## config.mk

```make
export PLATFORM = sky130hd
export DESIGN_NAME = seq_search_ctrl
export DESIGN_NICKNAME = d
export VERILOG_FILES = /design/src/rtl/seq_search_ctrl.sv
export SDC_FILE = /design/constraint.sdc
export NUM_CORES = 1
export LEC_CHECK = 0
export CORE_AREA = 2 2 139 141
export CTS_BUF_LIST = sky130_fd_sc_hd__clkbuf_8
export DETAILED_ROUTE_END_ITERATION = 10
export DIE_AREA = 0 0 141 143
export PLACE_DENSITY_LB_ADDON = 0.2
export SLEW_MARGIN = 20
export SYNTH_ARGS = -nofsm -noshare
export SYNTH_HDL_FRONTEND = slang
export SYNTH_SLANG_ARGS = --single-unit
```

## constraint.sdc

```tcl
create_clock -name clk -period 5.77 [get_ports clk]
set_input_delay 0.8655 -clock clk [delete_from_list [all_inputs] [get_ports clk]]
set_output_delay 0.8655 -clock clk [all_outputs]
set_load 0.05 [all_outputs]
```

## src/rtl/seq_search_ctrl.sv

```systemverilog
// Sequencer for the serial 8-bit pattern detector: loads the pattern, primes, streams bytes MSB-first.
// Optional SEQ_CTRL_TIMEOUT_EN enables the MAX_BITS search limit and the timeout result.
module seq_search_ctrl #(
    parameter int unsigned MAX_BITS = 1024,
    parameter int unsigned CNT_W    = 16,
    parameter int unsigned DET_LAT  = 1
) (
    input  logic             clk,
    input  logic             rst_n,
    input  logic             cfg_valid,
    input  logic [7:0]       cfg_pattern,
    output logic             cfg_ready,
    input  logic             cmd_start,
    output logic             busy,
    input  logic             data_valid,
    input  logic [7:0]       data_byte,
    output logic             data_ready,
    output logic             det_set,
    output logic [7:0]       det_word,
    output logic             det_start,
    output logic             det_bit,
    input  logic             det_found,
    output logic             done,
    output logic             hit,
    output logic             timeout,
    output logic             underrun,
    output logic [CNT_W-1:0] match_end
);

    typedef enum logic [2:0] {S_IDLE, S_PRIME, S_ARM, S_FEED, S_DRAIN} state_e;

    localparam logic [CNT_W-1:0] LAT_C = CNT_W'(DET_LAT);
`ifdef SEQ_CTRL_TIMEOUT_EN
    localparam logic [CNT_W-1:0] MAX_C = CNT_W'(MAX_BITS);
`endif

    state_e           state_q, state_d;
    logic [7:0]       det_word_q, det_word_d;
    logic             det_set_q, det_set_d;
    logic [7:0]       hold_q, hold_d;
    logic             hold_full_q, hold_full_d;
    logic [7:0]       shreg_q, shreg_d;
    logic [CNT_W-1:0] bit_cnt_q, bit_cnt_d;
    logic [CNT_W-1:0] limit_q, limit_d;
    logic [CNT_W-1:0] drain_q, drain_d;
    logic             pend_to_q, pend_to_d;
    logic             pend_ur_q, pend_ur_d;
    logic             done_q, done_d;
    logic             hit_q, hit_d;
    logic             timeout_q, timeout_d;
    logic             underrun_q, underrun_d;
    logic [CNT_W-1:0] match_end_q, match_end_d;

    logic             accept;
    logic [CNT_W-1:0] cnt_inc;
    logic [CNT_W-1:0] m;

    assign cfg_ready  = (state_q == S_IDLE);
    assign busy       = (state_q != S_IDLE);
    assign data_ready = !hold_full_q && ((state_q == S_PRIME) || (state_q == S_FEED));
    assign accept     = data_valid && data_ready;
    assign det_start  = (state_q == S_ARM);
    assign det_bit    = (state_q == S_FEED) ? shreg_q[7] : 1'b0;
    assign det_set    = det_set_q;
    assign det_word   = det_word_q;
    assign done       = done_q;
    assign hit        = hit_q;
    assign timeout    = timeout_q;
    assign underrun   = underrun_q;
    assign match_end  = match_end_q;

`ifdef SEQ_CTRL_TIMEOUT_EN
    assign cnt_inc = bit_cnt_q + CNT_W'(1);
`else
    assign cnt_inc = (&bit_cnt_q) ? bit_cnt_q : bit_cnt_q + CNT_W'(1);
`endif

    // det_found reflects the bit issued DET_LAT+1 cycles earlier; m is its 1-based index
    assign m = (bit_cnt_q >= LAT_C) ? bit_cnt_q - LAT_C : '0;

    always_comb begin
        state_d     = state_q;
        det_word_d  = det_word_q;
        det_set_d   = 1'b0;
        hold_d      = hold_q;
        hold_full_d = hold_full_q;
        shreg_d     = shreg_q;
        bit_cnt_d   = bit_cnt_q;
        limit_d     = limit_q;
        drain_d     = drain_q;
        pend_to_d   = pend_to_q;
        pend_ur_d   = pend_ur_q;
        done_d      = 1'b0;
        hit_d       = hit_q;
        timeout_d   = timeout_q;
        underrun_d  = underrun_q;
        match_end_d = match_end_q;

        if (accept) begin
            hold_d      = data_byte;
            hold_full_d = 1'b1;
        end

        case (state_q)
            S_IDLE: begin
                if (cfg_valid) begin
                    det_set_d  = 1'b1;
                    det_word_d = cfg_pattern;
                end
                if (cmd_start) begin
                    hit_d       = 1'b0;
                    timeout_d   = 1'b0;
                    underrun_d  = 1'b0;
                    match_end_d = '0;
                    hold_full_d = 1'b0;
                    pend_to_d   = 1'b0;
                    pend_ur_d   = 1'b0;
                    state_d     = S_PRIME;
                end
            end
            S_PRIME: begin
                if (accept) state_d = S_ARM;
            end
            S_ARM: begin
                shreg_d     = hold_q;
                hold_full_d = 1'b0;
                bit_cnt_d   = '0;
                state_d     = S_FEED;
            end
            S_FEED: begin
                shreg_d   = {shreg_q[6:0], 1'b0};
                bit_cnt_d = cnt_inc;
                if (det_found) begin
                    hit_d       = 1'b1;
                    match_end_d = m;
                    done_d      = 1'b1;
                    state_d     = S_IDLE;
                end else begin
                    // a byte accepted during the LSB cycle is not bypassed into shreg
                    if (bit_cnt_q[2:0] == 3'd7) begin
                        if (hold_full_q) begin
                            shreg_d     = hold_q;
                            hold_full_d = 1'b0;
                        end else begin
                            limit_d   = cnt_inc;
                            pend_ur_d = 1'b1;
                            drain_d   = LAT_C;
                            state_d   = S_DRAIN;
                        end
                    end
`ifdef SEQ_CTRL_TIMEOUT_EN
                    if (cnt_inc == MAX_C) begin
                        limit_d   = MAX_C;
                        pend_to_d = 1'b1;
                        pend_ur_d = 1'b0;
                        drain_d   = LAT_C;
                        state_d   = S_DRAIN;
                    end
`endif
                end
            end
            S_DRAIN: begin
                bit_cnt_d = cnt_inc;
                if (det_found && (m <= limit_q)) begin
                    hit_d       = 1'b1;
                    match_end_d = m;
                    done_d      = 1'b1;
                    state_d     = S_IDLE;
                end else if (drain_q == '0) begin
                    timeout_d  = pend_to_q;
                    underrun_d = pend_ur_q;
                    done_d     = 1'b1;
                    state_d    = S_IDLE;
                end else begin
                    drain_d = drain_q - CNT_W'(1);
                end
            end
            default: state_d = S_IDLE;
        endcase
    end

    always_ff @(posedge clk or negedge rst_n) begin
        if (!rst_n) begin
            state_q     <= S_IDLE;
            det_word_q  <= '0;
            det_set_q   <= 1'b0;
            hold_q      <= '0;
            hold_full_q <= 1'b0;
            shreg_q     <= '0;
            bit_cnt_q   <= '0;
            limit_q     <= '0;
            drain_q     <= '0;
            pend_to_q   <= 1'b0;
            pend_ur_q   <= 1'b0;
            done_q      <= 1'b0;
            hit_q       <= 1'b0;
            timeout_q   <= 1'b0;
            underrun_q  <= 1'b0;
            match_end_q <= '0;
        end else begin
            state_q     <= state_d;
            det_word_q  <= det_word_d;
            det_set_q   <= det_set_d;
            hold_q      <= hold_d;
            hold_full_q <= hold_full_d;
            shreg_q     <= shreg_d;
            bit_cnt_q   <= bit_cnt_d;
            limit_q     <= limit_d;
            drain_q     <= drain_d;
            pend_to_q   <= pend_to_d;
            pend_ur_q   <= pend_ur_d;
            done_q      <= done_d;
            hit_q       <= hit_d;
            timeout_q   <= timeout_d;
            underrun_q  <= underrun_d;
            match_end_q <= match_end_d;
        end
    end

endmodule

```

==> results.cfg <==
[clocking]
clkLatencyLatePin_ns = 0.39
cts_tree = done
post_cts_buffers = 0
htree_levels = 3
holdBufCountCts = 0
cts_buffers = 9
cts-resized-gates = 0
clock_sinks = 97
cts-root-buf = clkbuf_8
path_clk_slew_ns = 0.11
cts.path.max_buffers = 2

[worst_setup_path]
max_stage_delay_ns = 0.58
crit_path_start_kind = flop
crit_path_frequent_cell = buf_4
ff2ff_setup_slack_ns = 0.85
regToRegStartpoint = bit_cnt_q[2]$_DFFE_PN0P_
worstPathArrival_ns = 5.19
crit_cells = 14
required_ns = 6.05
reg2reg_to = match_end[8]$_DFFE_PN0P_
cp_max_fo = 23
slowest_stage = nor4_1
path_cells = nor4_1, nand3_1, nor4b_1, xnor2_1, nor2_1, ha_1, nand4_1, nor3_1, a21boi_0, nor4_4, buf_4, nor3_2, buf_4, mux2_2
cp-startpoint = bit_cnt_q[2]$_DFFE_PN0P_
crit_family = simple AND/OR/NAND/NOR gates
cp-end-kind = flop
r2r_cells = 14
crit_buf_inv = 2
critical_path_class = flop to flop

[layout]
nFillCells = 1877
antenna_cells = 0
utilization_pct = 34.4
instances_no_fill = 849
drive_above_1_share_pct = 10.2
syn_to_final_growth_pct = 16.4
layout_commonest_cell = dfrtp_1
layout_common_cells = dfrtp_1, nand2_1, clkdlybuf4s50_1
final_nets = 653
fin_area_um2 = 6380

[sta]
maxSlewHeadroom_pct = 30.8
setup_viol = 0
rsz0062_at_grt = no
post-route-min-period_ns = 4.92
tightest_slew_ns = 1.03
fin_setup_tns_ns = 0
maxSlewViolCount = 0
post-route-period-util_pct = 85.2
fin_worst_skew_ns = 0.0116
hold_slack_ns = 0.478
fmax_mhz = 203
fin_ws_ns = 0.853
finalHoldViolCount = 0

[placed_design]
gp_routability_congestion = 0.836
dpl.hpwl_um = 10300
dp.cells = 833
port_buffers = 54
pre_cts_ws_ns = 0.925
place_area_um2 = 6160

[logic_synthesis]
synth_cell_types = 61
yosysSeqAreaShare_pct = 44.2
synthFlopType = dfrtp_1
avgSynthCellArea_um2 = 9.38
syn_inst = 585
yosysWarnings = 0
syn_area_um2 = 5490
synth_nets = 628
synth_edf_count = 0
synth_seq_cells = 97
async_flop_share_pct = 100

[global_routing]
grt_pass1_vias = 4319
grt_pass1_wl_um = 23100
grt_max_degree = 54
track_usage_pct = 14.5
antenna_found_initial = 0
grt.overflow.total = 0

[status]
status = complete, no violations

[power]
leakage_nw = 2.81
p_total_mw = 2.83
power.density_nw_per_um2 = 443
max-vdd-ir-drop_uv = 207

[flow_run]
cap_violations = 0

[routing]
routedWlPerCell_um = 16.7
viasPerCell = 5.17
firstDrtPassIters = 5
vias = 4389
wirelength_um = 14200
drtAntennaViolNets = 0
drt_iter0_drc = 320
drc = 0

[die]
dieArea_um2 = 20200
die_height_um = 143
pin_count = 56
coreArea_um2 = 18600
rows = 50
die_w_um = 141
initial_core_util_pct = 29.5

[hold_path]
hp-class = primary input to asynchronous set/reset pin
==> area by class of cell <==
class / instances / area, um2 / area share (%)
clock inverters: 7 / 92.6 / 1.45
inverters: 25 / 93.8 / 1.47
multi-input cells: 420 / 2790 / 43.7
repair buffers: 57 / 561 / 8.78
flip-flops and latches: 97 / 2430 / 38.0
well taps: 234 / 293 / 4.59
clock buffers: 9 / 124 / 1.94
==> worst max path at each step <==
| stage | to | slack (ns) |
|---|---|---|
| 3_5_place_dp | match_end[9]$_DFFE_PN0P_ | 0.92 |
| 6_report | match_end[8]$_DFFE_PN0P_ | 0.85 |
| 5_1_grt | match_end[12]$_DFFE_PN0P_ | 0.40 |
| 3_3_place_gp | match_end[8]$_DFFE_PN0P_ | 1.03 |
| 4_1_cts | match_end[8]$_DFFE_PN0P_ | 0.87 |
| 2_1_floorplan | match_end[10]$_DFFE_PN0P_ | 1.36 |
==> registers in the layout, summed over array words and instances (netlist names), 3 cells and up <==
register and cells:
bit_cnt_q 16, match_end 16, limit_q 16, shreg_q 8, drain_q 16, state_q 3
hold_q 8, det_word 8
==> worst register-to-register path: stages, from the launching register on <==
cell and delay (ns):
dfrtp_1 0.49, nor4_1 0.58, nand3_1 0.29, nor4b_1 0.46, xnor2_1 0.22, nor2_1 0.08, ha_1 0.33, nand4_1 0.14
nor3_1 0.35, a21boi_0 0.38, nor4_4 0.07, buf_4 0.22, nor3_2 0.52, buf_4 0.31, mux2_2 0.36
==> cell families after synthesis <==
| group | after synthesis | synth area share [%] |
|---|---|---|
| compound gates | 135 | 15.5 |
| xor+xnor | 20 | 3.19 |
| fa+ha+maj | 21 | 4.79 |
| buf+inv | 68 | 4.93 |
| flops | 97 | 44.2 |
| mux | 41 | 8.28 |
| other cells | 1 | 0.0683 |
| simple gates | 202 | 19.0 |
==> cells in the mapped netlist, drive strengths merged, types with 2 or more instances <==
cell	number	area share (%)
dfrtp	97	44
nand2	53	3.6
o21ai	48	4.4
nor2	46	3.1
clkbuf	37	2.5
mux2	32	6.6
a21oi	28	2.8
inv	25	1.7
ha	21	4.8
o31ai	21	2.9
nand3	19	1.7
nor3	17	1.7
xnor2	12	1.9
and3	10	1.1
mux2i	9	1.6
xor2	8	1.3
a31oi	7	0.80
and2	7	0.80
a21o	6	0.82
and4	6	0.96
buf	6	0.68
nand4	6	0.68
o41ai	6	0.96
or4	6	0.89
nand2b	5	0.57
nor4	5	0.84
nand3b	4	0.55
o211ai	4	0.55
or3	4	0.46
nor2b	3	0.34
nor3b	3	0.41
or2	3	0.34
a211o	2	0.32
or3b	2	0.32
==> power breakdown <==
part / total (mW) / switching (mW) / internal, mW
Combinational: 1.39 / 0.855 / 0.537
Clock: 0.496 / 0.281 / 0.215
Sequential: 0.939 / 0.115 / 0.824
Total: 2.83 / 1.25 / 1.58
==> metal layers <==
metal / GRT usage [%] / share of wire (%) / vias to the layer above
met4: 6.89 / 2.7 / 0
li1: - / - / 2135
met2: 22.9 / 47 / 111
met1: 19.0 / 46 / 2120
met5: 0 / 0 / -
met3: 2.98 / 4.8 / 23
No activity file was read; power rests on OpenSTA's default activity.
